`src/rtl/vga_timing_sink.sv`:
```
// VGA raster timing generator and output stage: free-running h/v counters, registered
// colour/sync/blank to the DAC, and a once-per-frame display-mode latch with frame counter.
module vga_timing_sink #(
    parameter int unsigned H_ACTIVE = 640,
    parameter int unsigned H_FP     = 16,
    parameter int unsigned H_SYNC   = 96,
    parameter int unsigned H_BP     = 48,
    parameter int unsigned V_ACTIVE = 480,
    parameter int unsigned V_FP     = 10,
    parameter int unsigned V_SYNC   = 2,
    parameter int unsigned V_BP     = 33
) (
    input  logic        clk,
    input  logic        reset,
    input  logic [7:0]  in_R,
    input  logic [7:0]  in_G,
    input  logic [7:0]  in_B,
    input  logic [1:0]  key_ctr,
    output logic        pix_req,
    output logic [9:0]  pix_x,
    output logic [9:0]  pix_y,
    output logic [7:0]  VGA_R,
    output logic [7:0]  VGA_G,
    output logic [7:0]  VGA_B,
    output logic        VGA_HS,
    output logic        VGA_VS,
    output logic        VGA_BLANK_N,
    output logic        VGA_SYNC_N,
    output logic [1:0]  mode_frame,
    output logic [15:0] frame_cnt
);

    localparam int unsigned CW      = 10;
    localparam int unsigned H_TOTAL = H_ACTIVE + H_FP + H_SYNC + H_BP;
    localparam int unsigned V_TOTAL = V_ACTIVE + V_FP + V_SYNC + V_BP;

    localparam logic [CW-1:0] H_LAST   = CW'(H_TOTAL - 1);
    localparam logic [CW-1:0] V_LAST   = CW'(V_TOTAL - 1);
    localparam logic [CW-1:0] H_VIS    = CW'(H_ACTIVE);
    localparam logic [CW-1:0] V_VIS    = CW'(V_ACTIVE);
    localparam logic [CW-1:0] HS_FIRST = CW'(H_ACTIVE + H_FP);
    localparam logic [CW-1:0] HS_LAST  = CW'(H_ACTIVE + H_FP + H_SYNC - 1);
    localparam logic [CW-1:0] VS_FIRST = CW'(V_ACTIVE + V_FP);
    localparam logic [CW-1:0] VS_LAST  = CW'(V_ACTIVE + V_FP + V_SYNC - 1);

    logic [CW-1:0] h_cnt_q, h_cnt_d;
    logic [CW-1:0] v_cnt_q, v_cnt_d;
    logic [7:0]    r_q, r_d, g_q, g_d, b_q, b_d;
    logic          hs_q, hs_d, vs_q, vs_d, blank_n_q, blank_n_d;
    logic [1:0]    mode_q, mode_d;
    logic [15:0]   frame_q, frame_d;
    logic          h_wrap, frame_latch, visible;

    assign visible = (h_cnt_q < H_VIS) && (v_cnt_q < V_VIS);
    assign pix_req = visible;
    assign pix_x   = h_cnt_q;
    assign pix_y   = v_cnt_q;

    // Raster counters; vertical advances only on the horizontal wrap.
    always_comb begin
        h_wrap  = (h_cnt_q == H_LAST);
        h_cnt_d = h_wrap ? '0 : h_cnt_q + CW'(1);
        v_cnt_d = v_cnt_q;
        if (h_wrap) begin
            v_cnt_d = (v_cnt_q == V_LAST) ? '0 : v_cnt_q + CW'(1);
        end
    end

    // Output stage: everything here is one clock behind the counter position.
    always_comb begin
        r_d       = visible ? in_R : 8'h00;
        g_d       = visible ? in_G : 8'h00;
        b_d       = visible ? in_B : 8'h00;
        hs_d      = !((h_cnt_q >= HS_FIRST) && (h_cnt_q <= HS_LAST));
        vs_d      = !((v_cnt_q >= VS_FIRST) && (v_cnt_q <= VS_LAST));
        blank_n_d = visible;
    end

    // Mode is sampled only at the start of vertical blank so it never changes mid-frame.
    always_comb begin
        frame_latch = (h_cnt_q == '0) && (v_cnt_q == V_VIS);
        mode_d      = mode_q;
        frame_d     = frame_q;
        if (frame_latch) begin
            mode_d  = key_ctr;
            frame_d = frame_q + 16'd1;
        end
    end

    always_ff @(posedge clk) begin
        if (reset) begin
            h_cnt_q   <= '0;
            v_cnt_q   <= '0;
            r_q       <= 8'h00;
            g_q       <= 8'h00;
            b_q       <= 8'h00;
            hs_q      <= 1'b1;
            vs_q      <= 1'b1;
            blank_n_q <= 1'b0;
            mode_q    <= 2'b11;
            frame_q   <= 16'h0000;
        end else begin
            h_cnt_q   <= h_cnt_d;
            v_cnt_q   <= v_cnt_d;
            r_q       <= r_d;
            g_q       <= g_d;
            b_q       <= b_d;
            hs_q      <= hs_d;
            vs_q      <= vs_d;
            blank_n_q <= blank_n_d;
            mode_q    <= mode_d;
            frame_q   <= frame_d;
        end
    end

    assign VGA_R       = r_q;
    assign VGA_G       = g_q;
    assign VGA_B       = b_q;
    assign VGA_HS      = hs_q;
    assign VGA_VS      = vs_q;
    assign VGA_BLANK_N = blank_n_q;
    assign VGA_SYNC_N  = 1'b0;
    assign mode_frame  = mode_q;
    assign frame_cnt   = frame_q;

endmodule

```
`config.mk`:
```
export PLATFORM = sky130hd
export DESIGN_NAME = vga_timing_sink
export DESIGN_NICKNAME = d
export VERILOG_FILES = /design/src/rtl/vga_timing_sink.sv
export SDC_FILE = /design/constraint.sdc
export NUM_CORES = 1
export LEC_CHECK = 0
export ABC_AREA = 1
export BUFFER_PORTS_ARGS = -buffer_cell sky130_fd_sc_hd__buf_2
export CORE_UTILIZATION = 40
export CTS_BUF_LIST = sky130_fd_sc_hd__clkbuf_4
export CTS_CLUSTER_DIAMETER = 100
export CTS_CLUSTER_SIZE = 30
export DETAILED_ROUTE_END_ITERATION = 6
export PLACE_DENSITY = 0.7
export REMOVE_ABC_BUFFERS = 1
export SYNTH_ARGS = -nofsm -noshare
export SYNTH_HDL_FRONTEND = slang
export SYNTH_SLANG_ARGS = --single-unit
export TNS_END_PERCENT = 5
```
`constraint.sdc`:
```
create_clock -name clk -period 1.4 [get_ports clk]
set_input_delay 0.07 -clock clk [delete_from_list [all_inputs] [get_ports clk]]
set_output_delay 0.07 -clock clk [all_outputs]
set_load 0.1 [all_outputs]
```
# After elaboration in Yosys (flattened, before gate mapping)
# Index checks and enable logic that the tools add are counted.
# W data, S select, Z words.
# op_classes
n_addsub	3
n_mul	0
div_mod_pow	0
n_lt_le_gt_ge	6
n_eq_ne	3
shift	0
mux	1
bitwise	1
reduce_logical	9
# ops
operator	count
$add A10 B1 Y10 const B	2
$eq A10 B10 Y1 const B	2
$add A16 B1 Y16 const B	1
$eq A10 B9 Y1 const B	1
$ge A10 B10 Y1 const B	1
$ge A10 B9 Y1 const B	1
$le A10 B10 Y1 const B	1
$le A10 B9 Y1 const B	1
$logic_not A10 Y1	1
$lt A10 B10 Y1 const B	1
$lt A10 B9 Y1 const B	1
$mux W10	1
$logic_and A1 B1 Y1	4
$reduce_or A2 Y1	2
$logic_not A1 Y1	2
$not A1 Y1	1
# totals
reg_bits	65
latchBits	0
ramBits	0
mem_bits_ro	0
inputBits	28
output_inout_bits	67
word_cells	33
mem_count	0

# Depth between registers and ports, before layout
# Gate-level depths: netlist (run 1).
# depth
ltp_word	4
mapped_depth	10
mapped_depth_nobuf	10

# Worst setup path before layout (run 1)
# Ideal clock, no wire load.
# synth_path
path_kind	register to register
start	register v_cnt_q[9], in the netlist pix_y[9]
end	register b_q[0], in the netlist VGA_B[0]
setup_ns	0.064
arrival_ns	3.022
required_ns	1.336
setup_slack_ns	-1.686
path_stages_with_launch	7
path_buffers	1
synth_period_minus_slack_ns	3.086
cell_sequence	dfxtp_1 inv_1 nand3_1 nor2_1 nand2_1 buf_4 nor2_1
# synth_via
elab_chain_cells	4
# synth_rtl
item	line	text
from (decl)	47	logic [CW-1:0] v_cnt_q, v_cnt_d;
from (signal assigned)	104	v_cnt_q <= v_cnt_d;
$lt A10 B9 Y1	54	assign visible = (h_cnt_q < H_VIS) && (v_cnt_q < V_VIS);
$logic_and A1 B1 Y1	54	
named net pix_req	19	output logic pix_req,
$not A1 Y1 (no source line)	--	
$reduce_or A2 Y1 (no source line)	--	
to (signal assigned)	96	b_q <= 8'h00;
to (signal assigned)	107	b_q <= b_d;
to (decl)	48	logic [7:0] r_q, r_d, g_q, g_d, b_q, b_d;
# The timed path passes the listed nets, and every way through them passes these cells.
# A chain may end at the register's enable or synchronous reset.

# Worst setup path in the final report (run 1)
# layout_path
start	register h_cnt_q[7], in the netlist pix_x[7]
end	register frame_q[13], in the netlist frame_cnt[13]
# layout_via
elab_chain_cells	2
# layout_rtl
item	line	text
from (decl)	46	logic [CW-1:0] h_cnt_q, h_cnt_d;
from (signal assigned)	103	h_cnt_q <= h_cnt_d;
$logic_not A10 Y1	81	frame_latch = (h_cnt_q == '0) && (v_cnt_q == V_VIS);
$logic_and A1 B1 Y1	81	
to (signal assigned)	112	frame_q <= frame_d;
to (decl)	51	logic [15:0] frame_q, frame_d;
# No other way between the ends.

==> metrics, run 1 <==
clock root buffer=clkbuf_4; first-pass GRT wire length=14100 um; DRC viols=0; # IOs=95; CTS clock-pin slew for the worst setup and hold paths=0.12 ns; fin. max-slew vios=0; R2R Path End=frame_cnt[13]; Ant. Diodes=0; die width=88.2 um; Final #Nets=636; final worst slack=-0.117 ns; synthesis-stage register bit count=65; share of cells above drive strength 1=42.3%; Critical Path AT=1.85 ns; number of port buffers=93; post-synthesis sequential area ratio=43.8%; hold path depth=4; PD cells=810 nW/um^2; max-cap violation count=0; WS Path Type=flop to flop; Critical Path Start Type=flop; reg2reg path depth=10; Via density=4.82; Inst Count DP=648; Placement Setup Slack=-0.0666 ns; Critical Path RT=1.73 ns; most common cell after layout, fill and taps aside=nand2_1; most frequent cells in the layout=nand2_1 (84), buf_2 (66), buf_4 (65), nor2_1 (59), inv_1 (57); hold_sp=key_ctr[0]; final hold vios=0; drt wl/cell=13.4 um; Ys Warns=0; Worst R2R Start=pix_x[7]; fin crit share=108%; Max Clock Skew=0.0183 ns; unrepaired setup endpoints after global routing=yes; synth unique cells=30; initial antenna violation count=0; FF-to-FF setup slack=-0.12 ns; Peak VDD IR=0.000673 V; Post-Synthesis Cell Area=2970 um^2; Critical Path Fanout Max=7; DRT Wirelength=9510 um; initial core utilization=41.2%; Hold Slack=0.371 ns; H-Tree Level Count=3; RD Place Congestion=0.890; P_leak=2.34 nW; CTS sink cnt=65; min Tclk post-route=1.52 ns; vias in the first global route=3134; Hold Crit Endpoint=mode_frame[0]; Finished Core Util=66.5%; CTS buffer count=9; worst-skew pair later-pin latency=0.43 ns; Non-Filler Instances=707; DRT iter0 DRCs=185; hpwl dp=5600 um; Highest Clock Rate=659 MHz; Syn-to-layout area delta=61.2%; failing checks=negative setup slack; CTS tree=done; via count=3410; Syn Inst Count=424; Avg Inst Size Synth=7.01 um^2; drt pass-1 iters=5; gr ovfl total=0; Core Region=7210 um^2; die area=7780 um^2; filler instances=599; Global Route Usage Sum=23.6%; Hold Path Class=input pin to flop; post-route ant nets=0; CP endpoint kind=flop; largest net degree at the start of global routing=26; die span in y=88.2 um; final setup fails=44; status=finished, violations left; Bufs on Longest Clock Path=2; Rows=31; Tot Pwr=3.88 mW
==> flip-flops by register name, summed over array words and instances (netlist names) <==
| signal | cells |
|---|---|
| VGA_B | 8 |
| VGA_BLANK_N | 1 |
| VGA_G | 8 |
| VGA_HS | 1 |
| VGA_R | 8 |
| VGA_VS | 1 |
| frame_cnt | 16 |
| mode_frame | 2 |
| pix_x | 10 |
| pix_y | 10 |
==> power breakdown <==
| group | leakage [nW] | internal, mW | switching, mW |
|---|---|---|---|
| Clock | 0.0679 | 0.539 | 0.756 |
| Combinational | 1.74 | 0.186 | 0.503 |
| Sequential | 0.541 | 1.88 | 0.0217 |
| Total | 2.34 | 2.60 | 1.28 |
==> through the flow <==
step	setup TNS (ns)	area (um^2)
5_1_grt	-4.38	4790
2_1_floorplan	-76.83	2920
4_1_cts	-1.31	4450
3_3_place_gp	-0.0526	3850
6_report	-1.16	4790
3_5_place_dp	-0.573	3850
==> repair_timing <==
action	4_1_cts	5_1_grt
setup buffers	7	6
setup endpoints to repair	55	71
resized for setup	49	80
hold buffers	27	0
endpoints found under the hold margin	33	0
pin swaps	6	33
cloned	1	2
==> Yosys cell counts (all sizes together) <==
| library cell | n | area, um^2 |
|---|---|---|
| a21oi | 22 | 125 |
| conb | 1 | 3.75 |
| nand4 | 8 | 50.1 |
| nor3 | 4 | 20.0 |
| nand2 | 105 | 407 |
| xnor2 | 4 | 35.0 |
| a211oi | 1 | 7.51 |
| and3 | 1 | 6.26 |
| inv | 69 | 259 |
| ha | 5 | 62.6 |
| dfxtp | 65 | 1300 |
| o21ai | 9 | 45.0 |
| nand3b | 4 | 30.0 |
| o22ai | 2 | 12.5 |
| buf | 6 | 50.0 |
| o21bai | 1 | 7.51 |
| xor2 | 4 | 35.0 |
| nor4 | 1 | 6.26 |
| clkbuf | 2 | 7.51 |
| nor2 | 82 | 353 |
| nand3 | 28 | 150 |
==> metal layers <==
layer / wire, um / track usage [%] / share of wire, %
met1: 3950 / 28.2 / 42
met2: 4770 / 39.4 / 50
met3: 632 / 7.93 / 6.6
met4: 151 / 8.65 / 1.6
met5: 0 / 0 / 0
==> area by class of cell <==
class / instances / area [um^2] / share of cell area [%]
Clock buffer: 9 / 67.6 / 1.41
Clock inverter: 7 / 71.3 / 1.49
Inverter: 69 / 259 / 5.40
Multi-Input combinational cell: 283 / 1610 / 33.6
Sequential cell: 65 / 1340 / 28.0
Tap cell: 99 / 124 / 2.58
Timing Repair Buffer: 175 / 1320 / 27.5
==> how the worst max path moves through the flow <==
stage	start	to	slack, ns	cells after the start
final	pix_x[7]	frame_cnt[13]	-0.12	10
after global routing	pix_x[7]	frame_cnt[13]	-0.18	10
after CTS	pix_x[7]	frame_cnt[13]	-0.07	10
after detailed placement	pix_x[0]	pix_y[3]	-0.07	7
after global placement	pix_x[0]	pix_y[3]	-0.02	7
after floorplan	pix_y[9]	VGA_B[0]	-1.99	5
==> kinds of logic after synthesis <==
logic type,synth area share (%)
AOI/OAI and AO/OA,6.65
xor gates and xnor gates,2.36
adders and majority gates,2.10
buffers and inverters,10.6
DFF,43.8
other,0.126
and+or+nand+nor,34.4
==> critical path, stage by stage, from the launching register on <==
cell	delay, ns
dfxtp_4	0.38
buf_12	0.13
nor2_4	0.15
nand2_4	0.11
nor2_4	0.12
inv_2	0.05
nor2_4	0.14
buf_12	0.14
nand3_1	0.08
nand2_1	0.09
nor2_2	0.04
Note: power is estimated with default switching activity, not from simulation.
==> run 2, diff against run 1 <==
--- a/config.mk
+++ b/config.mk
@@ -12,7 +12,7 @@
 export CTS_CLUSTER_DIAMETER = 100
 export CTS_CLUSTER_SIZE = 30
 export DETAILED_ROUTE_END_ITERATION = 6
-export PLACE_DENSITY = 0.7
+export PLACE_DENSITY = 0.67
 export REMOVE_ABC_BUFFERS = 1
 export SYNTH_ARGS = -nofsm -noshare
 export SYNTH_HDL_FRONTEND = slang
==> constraint.sdc (replaced) <==
create_clock -name clk -period 1.8 [get_ports clk]
set_input_delay 0.09 -clock clk [delete_from_list [all_inputs] [get_ports clk]]
set_output_delay 0.09 -clock clk [all_outputs]
set_load 0.1 [all_outputs]
==> run 2 against run 1 <==
  * The flow now finishes without violations
  * Cell area shrank 17%
  * Via count shrank 14%
  * Global-route usage shrank 4.8 points
  * Cell count shrank 7.4%
  * First-iteration DRC count shrank 17%
  * Register-to-register slack gained 0.35 ns
  * Critical path depth shrank 6
  * Sequential power shrank 22%
  * Sequential share of layout area grew 4.7 points
  * Clock power shrank 9%
  * Utilization shrank 11 points
  * Clock skew grew 0.0089 ns
  * Critical path type is now flop to output pin
  * Largest cell class unchanged
  * Highest routed layer unchanged
==> metrics, run 2 (synthesis results as in run 1) <==
die area=7780 um^2; Critical Path AT=1.57 ns; Critical Path Start Type=flop; Seq. cell area=1300 um^2; most frequent cells in the layout=nand2_1 (100), buf_2 (92), nor2_1 (72), dfxtp_1 (65), inv_1 (65); Syn-to-layout area delta=33.7%; Critical Path RT=1.71 ns; Max Clock Skew=0.0272 ns; CP endpoint kind=output pin; worst-skew pair later-pin latency=0.42 ns; largest net degree at the start of global routing=26; fin. max-slew vios=0; status=completed; CTS buffer count=9; DRT Wirelength=7240 um; Crit. Startpoint=pix_y[7]; PD cells=788 nW/um^2; number of flip-flops in the largest register=16; Peak VDD IR=0.000510 V; clock root buffer=clkbuf_4; drt wl/cell=11.0 um; drt pass-1 iters=4; Worst R2R Start=pix_x[0]; die span in y=88.2 um; # IOs=95; post-route ant nets=0; Slowest cell on crit path=dfxtp_1; Ant. Diodes=0; first-pass GRT wire length=11400 um; final hold vios=0; Highest Clock Rate=601 MHz; max incr delay on CP=0.48 ns; H-Tree Level Count=3; most common cell after layout, fill and taps aside=nand2_1; CTS clock-pin slew for the worst setup and hold paths=0.14 ns; Hold Path Class=input pin to flop; Post-DP Area=3540 um^2; hpwl dp=5070 um; initial antenna violation count=0; Tot Pwr=3.13 mW; initial core utilization=41.2%; hold_sp=reset; multi-input logic area=1360 um^2; via count=2940; number of port buffers=93; RD Place Congestion=0.899; share of cells above drive strength 1=25.0%; filler instances=720; Final #Nets=584; Bufs on Longest Clock Path=2; DRT iter0 DRCs=154; Critical Path Fanout Max=7; max-cap violation count=0; Design Area, Final=3980 um^2; CTS tree=done; fin crit share=92.5%; P_leak=1.99 nW; Rows=31; min Tclk post-route=1.66 ns; Global Route Usage Sum=18.8%; gr ovfl total=0; DRC viols=0; Via density=4.49; die width=88.2 um; unrepaired setup endpoints after global routing=no; WS Path Type=flop to output pin; Core Region=7210 um^2; vias in the first global route=2614; worst path cell trace=nand2_2 > nor2_4 > nor2_1 > clkbuf_4; final setup fails=0; CTS sink cnt=65; Hold Slack=0.0614 ns
[run 2: cell count changes in the layout (fill, tap and decap cells not counted), moves of 9 or more]
| cell | before | now |
|---|---|---|
| dfxtp_4 | 9 | 0 |
| buf_4 | 65 | 5 |
| nor2_1 | 59 | 72 |
| buf_2 | 66 | 92 |
| nor2_4 | 14 | 4 |
| nand2_2 | 14 | 5 |
| nand2_1 | 84 | 100 |
| dfxtp_1 | 50 | 65 |
[run 2: report_power, final]
group	switching (mW)	internal, mW	leakage (nW)
Clock	0.594	0.580	0.0924
Sequential	0.0154	1.47	0.531
Combinational	0.358	0.111	1.37
[run 2: final timing paths]
path | slack [ns] | to | depth (start not counted)
worst max-delay path | 0.14 | pix_req | 4
worst max register to register | 0.23 | frame_cnt[13] | 9
worst min-delay path | 0.06 | frame_cnt[10] | 3
worst min register to register | 0.48 | mode_frame[0] | 2
[run 2: through the flow]
| step | TNS [ns] | cells | setup slack, ns | util, % |
|---|---|---|---|---|
| 2_1_floorplan | -50.65 | 416 | -1.59 | - |
| 3_3_place_gp | 0 | 613 | 0.282 | 49.1 |
| 3_5_place_dp | 0 | 613 | 0.231 | 49.1 |
| 4_1_cts | 0 | 655 | 0.0504 | 55.1 |
| 5_1_grt | 0 | 655 | 0.0366 | 55.1 |
| 6_report | 0 | 655 | 0.135 | 55.1 |
[run 2: metal layers]
metal	vias to the layer above	part of all wire, %	track usage [%]	wire [um]
met2	79	47	30.1	3380
li1	1557	-	-	-
met3	6	6.5	5.22	471
met4	0	1.0	6.60	73
met5	-	0	0	0
met1	1298	46	24.3	3310
[run 2: area by class of cell]
class                           count  share of cell area, %
Clock buffer                        9                   1.70
Clock inverter                      7                   2.58
Inverter                           69                   6.51
Multi-Input combinational cell    282                   34.1
Sequential cell                    65                   32.7
Tap cell                           99                   3.12
Timing Repair Buffer              124                   19.3
[run 2: critical path, delay by kind of cell, from the launching register on]
kind          cells  cell delay [ns]
flops             1             0.48
simple gates      3             0.40
buf+inv           1             0.29
[run 2: repair_timing]
| action | 4_1_cts | 5_1_grt |
|---|---|---|
| gates resized for setup | 0 | 1 |
| hold buffers | 26 | 0 |
| buffers inserted | 0 | 0 |
| setup endpoints to repair | 0 | 1 |
| endpoints found under the hold margin | 26 | 0 |
==> run 3, diff against run 2 <==
--- a/config.mk
+++ b/config.mk
@@ -7,6 +7,7 @@
 export LEC_CHECK = 0
 export ABC_AREA = 1
 export BUFFER_PORTS_ARGS = -buffer_cell sky130_fd_sc_hd__buf_2
+export CORE_ASPECT_RATIO = 1.25
 export CORE_UTILIZATION = 40
 export CTS_BUF_LIST = sky130_fd_sc_hd__clkbuf_4
 export CTS_CLUSTER_DIAMETER = 100
==> run 3 against run 2 <==
  * Flip-flop and latch count unchanged
  * Maximum frequency shrank 2.6%
  * Critical endpoint unchanged
  * Via count up 4.8%
==> metrics, run 3 (synthesis results as in run 1) <==
Peak VDD IR=0.000449 V; fin crit share=95.0%; final hold vios=0; via count=3081; Final #Nets=584; number of flip-flops in the largest register=16; status=completed; P_leak=1.98 nW; Hold Slack=0.0707 ns; max incr delay on CP=0.51 ns; Placement Setup Slack=0.180 ns; Critical Path Start Type=flop; Slowest cell on crit path=dfxtp_1; drt pass-1 iters=4; Post-DP Area=3530 um^2; final worst slack=0.0907 ns; DRT iter0 DRCs=160; hpwl dp=5320 um; max-cap violation count=0; number of port buffers=93; worst path cell trace=nand2_2 > nor2_4 > nor2_1 > clkbuf_4; Rows=34; Tot Pwr=3.09 mW; Critical Path Fanout Max=7; Critical Path AT=1.62 ns; FF-to-FF setup slack=0.20 ns; CTS tree=done; CP endpoint kind=output pin; Hold Path Class=input pin to flop; drt wl/cell=11.9 um; fin. max-slew vios=0; largest net degree at the start of global routing=26; Setup Fix Bufs, Post-CTS=0; Ant. Diodes=0; initial antenna violation count=0; Critical Path RT=1.71 ns; unrepaired setup endpoints after global routing=no; H-Tree Level Count=3; clock root buffer=clkbuf_4; die width=79.1 um; Highest Clock Rate=585 MHz; Finished Core Util=56.1%; DRT Wirelength=7670 um; final setup fails=0; die span in y=98.4 um; CP top delay family=flip-flops; most common cell after layout, fill and taps aside=nand2_1; worst-skew pair later-pin latency=0.40 ns; min Tclk post-route=1.71 ns; Bufs on Longest Clock Path=2; first-pass GRT wire length=13100 um; Syn-to-layout area delta=33.2%; # IOs=95; vias in the first global route=2992; DRC viols=0; Global Route Usage Sum=21.1%; WS Path Type=flop to output pin; PD cells=781 nW/um^2; gr ovfl total=0; share of cells above drive strength 1=24.8%; CTS buffer count=9; post-route ant nets=0; CTS sink cnt=65; die area=7790 um^2; CP bufs+invs=1; Max Clock Skew=0.0135 ns; most frequent cells in the layout=nand2_1 (100), buf_2 (92), nor2_1 (72), dfxtp_1 (65), inv_1 (65); RD Place Congestion=0.868; initial core utilization=42.1%; CTS clock-pin slew for the worst setup and hold paths=0.11 ns; Core Region=7060 um^2; Design Area, Final=3960 um^2; Via density=4.77
==> run 3: layer usage <==
layer / global-route usage, % / wire length, um
met3: 5.61 / 413
met1: 25.0 / 3320
met4: 6.15 / 119
met2: 36.9 / 3820
met5: 0 / 0
==> run 3: repair_timing <==
item | CTS | global route
setup endpoints to repair | 0 | 5
gates resized for setup | 0 | 2
hold buffers | 26 | 0
endpoints found under the hold margin | 26 | 0
==> run 3: cell type report <==
type | count | area [um^2]
clock buffer | 11 | 82.6
clock inverter | 5 | 80.1
sequential | 65 | 1300
inverter | 69 | 259
tap | 90 | 113
timing repair buffer | 124 | 766
multi-input combinational | 282 | 1360
fill | 700 | 3100
==> run 3: path summary, 6_finish.rpt <==
kind | start | end | cells after the start
max reg2reg | pix_x[0] | frame_cnt[13] | 9
min reg2reg | mode_frame[1] | mode_frame[1] | 2
min | reset | frame_cnt[7] | 3
max | pix_y[8] | pix_req | 4
==> run 3: worst reg2reg max path, stage by stage, from the launching register on <==
cell and delay (ns):
dfxtp_1 0.37, inv_1 0.08, ha_1 0.17, nand2_1 0.06, nor2_1 0.20, nand3_2 0.12, nor2_4 0.28, nand3_1 0.11
nand2_1 0.09, nor2_2 0.03
==> run 3: metrics by stage <==
step,setup TNS [ns],cells
floorplan,-50.65,416
finish,0,646
global placement,0,604
detailed placement,0,604
global route,0,646
CTS,0,646
==> run 3: power breakdown <==
| part | internal [mW] | switching [mW] | total [mW] |
|---|---|---|---|
| Combinational | 0.112 | 0.361 | 0.473 |
| Sequential | 1.47 | 0.0146 | 1.49 |
| Clock | 0.593 | 0.541 | 1.13 |
| Total | 2.18 | 0.917 | 3.09 |
